$ cat src/rtl/regression_accumulator_if.sv
// Bundle between the regression accumulator and its environment: the start
// request, the loader's sample pair, the sample index and the held sums.
interface regression_accumulator_if #(
  parameter int DW    = 20,
  parameter int CNT_W = 8
);
  logic                    start;
  logic [DW-1:0]           x;
  logic [DW-1:0]           y;
  logic [CNT_W-1:0]        cnt;
  logic                    busy;
  logic                    done;
  logic [DW+CNT_W-1:0]     sum_x;
  logic [DW+CNT_W-1:0]     sum_y;
  logic [2*DW+CNT_W-1:0]   sum_xy;
  logic [2*DW+CNT_W-1:0]   sum_xx;

  // Accumulator side: takes start and samples, returns index, status and sums.
  modport slave (
    input  start, x, y,
    output cnt, busy, done, sum_x, sum_y, sum_xy, sum_xx
  );

  // Environment side: loader, coefficient stage and sequencer.
  modport master (
    output start, x, y,
    input  cnt, busy, done, sum_x, sum_y, sum_xy, sum_xx
  );
endinterface

$ cat src/rtl/regression_accumulator.sv
// Sweeps N samples from the dataset loader once per start and accumulates
// sum_x, sum_y, sum_xy and sum_xx at full precision. Samples are captured into
// a one-deep pipeline register and accumulated on the following edge, so a
// DRAIN state retires the last sample before DONE is raised.
module regression_accumulator #(
  parameter int N     = 150,
  parameter int CNT_W = 8,
  parameter int DW    = 20
) (
  input  logic                      clk,
  input  logic                      rst,
  regression_accumulator_if.slave   bus
);

  localparam int SW = DW + CNT_W;
  localparam int PW = 2 * DW + CNT_W;
  localparam logic [CNT_W-1:0] LAST_IDX = CNT_W'(N - 1);

  typedef enum logic [1:0] {
    S_IDLE  = 2'd0,
    S_RUN   = 2'd1,
    S_DRAIN = 2'd2,
    S_DONE  = 2'd3
  } state_t;

  state_t            r_state;
  state_t            w_state_nxt;
  logic              w_clear;
  logic              w_capture;
  logic              w_advance;
  logic              w_drain;

  logic [CNT_W-1:0]  r_cnt;
  logic [DW-1:0]     r_px;
  logic [DW-1:0]     r_py;
  logic              r_pipe_valid;
  logic              r_busy;
  logic              r_done;
  logic [SW-1:0]     r_sum_x;
  logic [SW-1:0]     r_sum_y;
  logic [PW-1:0]     r_sum_xy;
  logic [PW-1:0]     r_sum_xx;

  logic [2*DW-1:0]   w_pxy;
  logic [2*DW-1:0]   w_pxx;
  logic [SW-1:0]     w_px_ext;
  logic [SW-1:0]     w_py_ext;
  logic [PW-1:0]     w_pxy_ext;
  logic [PW-1:0]     w_pxx_ext;

  // Full-width products of the pipelined sample, zero-extended to the sums.
  assign w_pxy     = {{DW{1'b0}}, r_px} * {{DW{1'b0}}, r_py};
  assign w_pxx     = {{DW{1'b0}}, r_px} * {{DW{1'b0}}, r_px};
  assign w_px_ext  = {{CNT_W{1'b0}}, r_px};
  assign w_py_ext  = {{CNT_W{1'b0}}, r_py};
  assign w_pxy_ext = {{CNT_W{1'b0}}, w_pxy};
  assign w_pxx_ext = {{CNT_W{1'b0}}, w_pxx};

  // State register.
  always_ff @(posedge clk) begin
    if (rst) begin
      r_state <= S_IDLE;
    end else begin
      r_state <= w_state_nxt;
    end
  end

  // Next-state decode and per-cycle control strobes.
  always_comb begin
    w_state_nxt = r_state;
    w_clear     = 1'b0;
    w_capture   = 1'b0;
    w_advance   = 1'b0;
    w_drain     = 1'b0;
    case (r_state)
      S_IDLE, S_DONE: begin
        if (bus.start) begin
          w_clear     = 1'b1;
          w_state_nxt = S_RUN;
        end else begin
          w_state_nxt = r_state;
        end
      end
      S_RUN: begin
        w_capture = 1'b1;
        if (r_cnt == LAST_IDX) begin
          w_state_nxt = S_DRAIN;
        end else begin
          w_advance   = 1'b1;
          w_state_nxt = S_RUN;
        end
      end
      S_DRAIN: begin
        w_drain     = 1'b1;
        w_state_nxt = S_DONE;
      end
      default: begin
        w_state_nxt = S_IDLE;
      end
    endcase
  end

  // Sample index: restarts at zero on a new sweep, holds at N-1 afterwards.
  always_ff @(posedge clk) begin
    if (rst) begin
      r_cnt <= {CNT_W{1'b0}};
    end else if (w_clear) begin
      r_cnt <= {CNT_W{1'b0}};
    end else if (w_advance) begin
      r_cnt <= r_cnt + CNT_W'(1);
    end else begin
      r_cnt <= r_cnt;
    end
  end

  // Pipeline register holding the sample fetched at the current index.
  always_ff @(posedge clk) begin
    if (rst) begin
      r_px         <= {DW{1'b0}};
      r_py         <= {DW{1'b0}};
      r_pipe_valid <= 1'b0;
    end else if (w_capture) begin
      r_px         <= bus.x;
      r_py         <= bus.y;
      r_pipe_valid <= 1'b1;
    end else if (w_clear || w_drain) begin
      r_pipe_valid <= 1'b0;
    end else begin
      r_pipe_valid <= r_pipe_valid;
    end
  end

  // Accumulators: cleared on a new sweep, add the pipelined sample when valid.
  always_ff @(posedge clk) begin
    if (rst) begin
      r_sum_x  <= {SW{1'b0}};
      r_sum_y  <= {SW{1'b0}};
      r_sum_xy <= {PW{1'b0}};
      r_sum_xx <= {PW{1'b0}};
    end else if (w_clear) begin
      r_sum_x  <= {SW{1'b0}};
      r_sum_y  <= {SW{1'b0}};
      r_sum_xy <= {PW{1'b0}};
      r_sum_xx <= {PW{1'b0}};
    end else if (r_pipe_valid) begin
      r_sum_x  <= r_sum_x  + w_px_ext;
      r_sum_y  <= r_sum_y  + w_py_ext;
      r_sum_xy <= r_sum_xy + w_pxy_ext;
      r_sum_xx <= r_sum_xx + w_pxx_ext;
    end else begin
      r_sum_x  <= r_sum_x;
      r_sum_y  <= r_sum_y;
      r_sum_xy <= r_sum_xy;
      r_sum_xx <= r_sum_xx;
    end
  end

  // Registered status flags, decoded from the state being entered.
  always_ff @(posedge clk) begin
    if (rst) begin
      r_busy <= 1'b0;
      r_done <= 1'b0;
    end else begin
      r_busy <= (w_state_nxt == S_RUN) || (w_state_nxt == S_DRAIN);
      r_done <= (w_state_nxt == S_DONE);
    end
  end

  assign bus.cnt    = r_cnt;
  assign bus.busy   = r_busy;
  assign bus.done   = r_done;
  assign bus.sum_x  = r_sum_x;
  assign bus.sum_y  = r_sum_y;
  assign bus.sum_xy = r_sum_xy;
  assign bus.sum_xx = r_sum_xx;

endmodule

$ cat src/flat_wrapper.sv
// flat-port wrapper written by rule: the top's interface ports become plain ports
module regression_accumulator_flat 
#(
  parameter int N     = 150,
  parameter int CNT_W = 8,
  parameter int DW    = 20
)
  (clk, rst, bus_start, bus_x, bus_y, bus_cnt, bus_busy, bus_done, bus_sum_x, bus_sum_y, bus_sum_xy, bus_sum_xx);
  regression_accumulator_if #(.DW(DW), .CNT_W(CNT_W)) bus_i ();
  input  logic clk;
  input  logic rst;
  input wire logic [$bits(bus_i.start)-1:0] bus_start;
  input wire logic [$bits(bus_i.x)-1:0] bus_x;
  input wire logic [$bits(bus_i.y)-1:0] bus_y;
  output wire logic [$bits(bus_i.cnt)-1:0] bus_cnt;
  output wire logic [$bits(bus_i.busy)-1:0] bus_busy;
  output wire logic [$bits(bus_i.done)-1:0] bus_done;
  output wire logic [$bits(bus_i.sum_x)-1:0] bus_sum_x;
  output wire logic [$bits(bus_i.sum_y)-1:0] bus_sum_y;
  output wire logic [$bits(bus_i.sum_xy)-1:0] bus_sum_xy;
  output wire logic [$bits(bus_i.sum_xx)-1:0] bus_sum_xx;
  assign bus_i.start = bus_start;
  assign bus_i.x = bus_x;
  assign bus_i.y = bus_y;
  assign bus_cnt = bus_i.cnt;
  assign bus_busy = bus_i.busy;
  assign bus_done = bus_i.done;
  assign bus_sum_x = bus_i.sum_x;
  assign bus_sum_y = bus_i.sum_y;
  assign bus_sum_xy = bus_i.sum_xy;
  assign bus_sum_xx = bus_i.sum_xx;
  regression_accumulator #(.N(N), .CNT_W(CNT_W), .DW(DW)) u_core (.clk(clk), .rst(rst), .bus(bus_i));
endmodule
$ cat config.mk
export PLATFORM = sky130hd
export DESIGN_NAME = regression_accumulator_flat
export DESIGN_NICKNAME = d
export VERILOG_FILES = /design/src/rtl/regression_accumulator_if.sv /design/src/rtl/regression_accumulator.sv /design/src/flat_wrapper.sv
export SDC_FILE = /design/constraint.sdc
export NUM_CORES = 2
export LEC_CHECK = 0
export BUFFER_PORTS_ARGS = -buffer_cell sky130_fd_sc_hd__buf_2
export CAP_MARGIN = 25
export CELL_PAD_IN_SITES_DETAIL_PLACEMENT = 0
export CELL_PAD_IN_SITES_GLOBAL_PLACEMENT = 1
export CORE_MARGIN = 4
export CORE_UTILIZATION = 50
export DETAILED_ROUTE_END_ITERATION = 16
export PLACE_DENSITY_LB_ADDON = 0.1
export SYNTH_ARGS = -nofsm -noshare
export SYNTH_HDL_FRONTEND = slang
export SYNTH_SLANG_ARGS = --single-unit
$ cat constraint.sdc
create_clock -name clk -period 9.35 [get_ports clk]
set_clock_uncertainty 0.15 [all_clocks]
set_input_delay 1.87 -clock clk [delete_from_list [all_inputs] [get_ports clk]]
set_output_delay 1.87 -clock clk [all_outputs]
set_load 0.1 [all_outputs]
# ---- Word level (Yosys, flattened, before mapping)
# Cells that the tools add are included.
dict set report classes {
  addsub 5
  muxes 11
  n_eq_ne 7
  multipliers 2
  n_reduce_logical 6
}
# operator n
set op_table {}
lappend op_table {{adder 48 x 40 -> 48 bit} 2}
lappend op_table {{multiplier 20 x 20 -> 40 bit} 2}
lappend op_table {{adder 28 x 20 -> 28 bit} 2}
lappend op_table {{adder 8 x 1 -> 8 bit, second input constant} 1}
lappend op_table {{equality test 2 bit, second input constant} 4}
lappend op_table {{equality test 8 bit, second input constant} 1}
lappend op_table {{2-to-1 mux 1 bit} 8}
lappend op_table {{case mux 2 bit (3 select lines)} 1}
lappend op_table {{equality test 2 x 1 -> 1 bit, second input constant} 2}
lappend op_table {{2-to-1 mux 2 bit} 2}
lappend op_table {{OR reduction 2 bit} 2}
lappend op_table {{zero test 2 bit} 1}
lappend op_table {{logical OR 1 bit} 2}
lappend op_table {{nonzero test 2 bit} 1}
dict set report word_totals {
  inputBits 43
  reg_bits 205
  output_inout_bits 162
  elab_cells 42
}

# ---- Logic depth before layout (Yosys ltp)
dict set report logic_depth {
  depth_word 6
  depth_mapped 28
  mapped_depth_nobuf 26
}

# ---- Worst setup path after synthesis
# No wires, ideal clock.
dict set report synth_timing {
  path_kind {register to register}
  start {register u_core.r_px[8]}
  end {register u_core.r_sum_xx[40] (netlist: u_core.bus.sum_xx[40])}
  arrival_time_ps 6886
  path_stages_with_launch 29
  required_ps 9114
  synth_period_minus_slack_ps 7122
  path_slack_ps 2228
  path_buffers 2
  cell_sequence {dfxtp_1 clkbuf_1 clkbuf_1 nand2_1 fa_1 inv_1 fa_1 inv_1 fa_1 inv_1 fa_1 inv_1 fa_1 inv_1 fa_1 inv_1 fa_1 inv_1 ha_1 and3_1 nor3b_2 a22o_1 o22ai_2 o31ai_4 a31oi_4 o31ai_2 o31ai_2 xor2_1 a211oi_1}
}
dict set report synth_via {
  elab_chain_cells 2
}
# element line
set synth_rtl {}
lappend synth_rtl {{start, declared} regression_accumulator.sv:34} ;# logic [DW-1:0] r_px;
lappend synth_rtl {{start signal, assigned} regression_accumulator.sv:119} ;# r_px <= {DW{1'b0}};
lappend synth_rtl {{start signal, assigned} regression_accumulator.sv:123} ;# r_px <= bus.x;
lappend synth_rtl {{multiplier 20 x 20 -> 40 bit} regression_accumulator.sv:53} ;# assign w_pxx = {{DW{1'b0}}, r_px} * {{DW{1'b0}}, r_px};
lappend synth_rtl {{adder 48 x 40 -> 48 bit} regression_accumulator.sv:149} ;# r_sum_xx <= r_sum_xx + w_pxx_ext;
lappend synth_rtl {{end signal, assigned} regression_accumulator.sv:144} ;# r_sum_xx <= {PW{1'b0}};
lappend synth_rtl {{end signal, assigned} regression_accumulator.sv:149}
lappend synth_rtl {{end signal, assigned} regression_accumulator.sv:154} ;# r_sum_xx <= r_sum_xx;
lappend synth_rtl {{end, declared} regression_accumulator.sv:42} ;# logic [PW-1:0] r_sum_xx;
# Every way passes these cells.
# A chain may end at the register's enable or synchronous reset.

# ---- Worst setup path in the final report
dict set report layout_timing {
  start {register u_core.r_px[7]}
  end {register u_core.r_sum_xx[43] (netlist: u_core.bus.sum_xx[43])}
}
# Same word-level chain as after synthesis.

==> impl_results.md <==
- Run status: completed
- Max Fanout on Critical Path: 44
- Clk slew on worst S/H paths: 0.07 ns
- Post-synthesis register bit count: 205
- Setup crit end kind: flip-flop
- Tmin final: 8.09 ns
- Period Utilization, post-route: 86.6%
- Die Y-Extent: 279 um
- F_max: 124 MHz
- Port bufs: 204
- Synth warn: 0
- Max cap viols: 0
- Number of synthesized flops with an enable pin: 0
- RSZ-0062 raised after global routing: false
- Clock root buffer master: clkbuf_16
- Measured slew at the worst slew-check pin: 1.05 ns
- Netlist Area Pre-Place: 36600 um2
- Gr ovfl total: 0
- Crit path DAT: 8.44 ns
- Fillcell total: 6828
- Syn Nets: 5137
- # rows: 98
- Seq/Total Area, Yosys: 11.2%
- Vias in the first global route: 29000
- Setup Fix Bufs, Post-CTS: 0
- Via-per-instance ratio: 5.29
- CP Class: reg2reg
- Sink Count: 205
- Share of cells above drive strength 1: 8.48%
- ANT nets after route: 0
- Avg WL per Cell: 18.5 um
- Mean post-synth cell area: 9.01 um2
- Fin util: 54.9%
- Die X-Extent: 279 um
- Setup-failing EPs final: 0
- HP Class: reg2reg
- CTS tree: yes
- H-tree depth: 1
- Clock buffer depth: 3
- Synthesis-to-finish area growth: 8.01%
- Clk_lat worst skew: 0.62 ns
- Post-route DRC: 0
- Fin. max-slew vios: 0
- Relative slew slack: 30.0%
- Die Area: 77600 um2
- Hold Violations, Final: 0
- Worst hold slack: 0.338 ns
- Initial DRT Pass Iterations: 5
- Power Density: 96.1 nW/um2
- CP Launch Type: flip-flop
- Total CTS buffers: 29
- Worst vdd ir: 0.137 mV
- Vias: 27100
- All-Layer GR Usage: 25.3%
- Top Ports: 205
- Final RePlAce weighted congestion: 0.908
- Final nets: 5226
- Worst Path Required: 9.70 ns
- Leak pwr: 21.2 nW
- Initial antenna violation count: 1
- Hold Buf Count CTS: 0
- Drt total wl: 95.1 mm
- Mapped Cells: 4064
- Fraction of registers with async set/reset: 0%
- Core Box Area: 72000 um2
- Post-cts resize count: 0
- Cell variety after synth: 80
- Main synth FF type: dfxtp_1
- Total negative slack: 0 ns
- Pin count of the biggest net entering global routing: 72
- Initial core utilization: 50.8%
- Starting DRT DRC Count: 1258
- Post-DP HPWL: 77.0 mm
- First-pass GRT wire length: 158 mm
- Total power: 3.80 mW
-- layer usage --
layer	up-vias	wire length [um]	track usage, %
met3	119	4480	3.69
li1	12700	-	-
met1	13800	40400	33.0
met4	0	2700	6.38
met5	-	0	0
met2	483	47500	44.5
-- synth_stat cells (79+ instances only) --
cell type  instances  area (um2)
inv_1            804        3020
fa_1             677       13600
nand2_1          355        1330
ha_1             353        4420
and2_1           307        1920
nor2_1           280        1050
dfxtp_1          205        4100
clkbuf_1         175         657
a21oi_1          138         691
mux2i_1          114        1140
xnor2_1           88         771
a21o_1            84         631
o21ai_0           79         395
-- cells in the final DEF (no fill, tap or decap), types with 6 or more instances in the layout --
cell type / instances
dfxtp_1: 199
a21oi_1: 137
nand2_1: 355
ha_1: 352
and3_1: 13
or2_2: 7
mux2i_1: 114
o22ai_1: 8
nand3_1: 42
o21ai_0: 79
nor2_1: 280
and2_1: 307
clkbuf_16: 29
o211ai_1: 8
nor3_1: 31
inv_1: 804
o21bai_1: 19
buf_2: 204
a21o_1: 83
a211oi_1: 20
a31oi_1: 15
nand2b_1: 8
o21a_1: 8
nor2b_1: 23
or3_1: 13
fa_1: 677
and4_1: 6
xnor2_1: 88
buf_4: 52
nand4_1: 22
xor2_1: 53
-- cell families after synthesis --
logic type                 count (synthesis)  synth area share, %
AOI/OAI and AO/OA                        446                 8.11
DFF                                      205                 11.2
xor gates and xnor gates                 141                 3.37
adders and majority gates               1030                 49.1
and+or+nand+nor                         1123                 14.7
buffers and inverters                   1004                 10.3
muxes                                    115                 3.15
-- sequential cells by signal (all words and copies together), names as in the netlist --
signal               count
u_core.bus.busy          1
u_core.r_px             20
u_core.r_py             20
u_core.r_pipe_valid      1
u_core.bus.sum_x        28
u_core.bus.cnt           8
u_core.bus.sum_xx       48
u_core.bus.sum_y        28
u_core.bus.done          1
u_core.r_state           2
u_core.bus.sum_xy       48
-- stage by stage --
step | instance area, um2 | setup WS [ns] | cells
floorplan | 36600 | 2.23 | 4064
global placement | 38500 | 1.39 | 5072
detailed placement | 38500 | 1.34 | 5072
CTS | 39500 | 1.33 | 5126
global route | 39500 | 0.804 | 5126
finish | 39500 | 1.26 | 5127
-- where the power goes --
group / internal [mW] / switching [mW]
Combinational: 0.546 / 0.991
Clock: 0.748 / 0.501
Sequential: 0.911 / 0.0995
-- final timing paths --
kind / start / end / slack [ns] / cells past startpoint
min reg2reg: u_core.bus.sum_y[27] / u_core.bus.sum_y[27] / 0.34 / 2
max reg2reg: u_core.r_px[7] / u_core.bus.sum_xx[43] / 1.26 / 22
min: u_core.bus.sum_y[27] / u_core.bus.sum_y[27] / 0.34 / 2
max: u_core.r_px[7] / u_core.bus.sum_xx[43] / 1.26 / 22
-- worst max-delay path: stages (launching register included) --
cell	delay, ns
dfxtp_2	1.00
nand2_1	0.24
fa_1	0.57
fa_1	0.54
fa_1	0.52
inv_1	0.05
fa_1	0.57
fa_1	0.43
fa_1	0.50
inv_1	0.05
fa_1	0.47
inv_1	0.04
ha_1	0.32
a21oi_1	0.20
o21ai_0	0.11
a31oi_1	0.24
o22ai_1	0.17
o21ai_0	0.60
nand3_1	0.29
a311oi_1	0.53
nor3_1	0.13
xnor2_1	0.16
nor2_1	0.05
-- layout make-up --
type / instances / area (um2) / share of cell area, %
timing repair buffer: 256 / 1410 / 3.57
tap: 950 / 1190 / 3.01
inverter: 806 / 3030 / 7.65
sequential: 205 / 4110 / 10.4
clock inverter: 19 / 250 / 0.633
clock buffer: 35 / 798 / 2.02
antenna: 1 / 2.50 / 0.00633
multi-input combinational: 2855 / 28700 / 72.7
No activity file was read; power rests on OpenSTA's default activity.
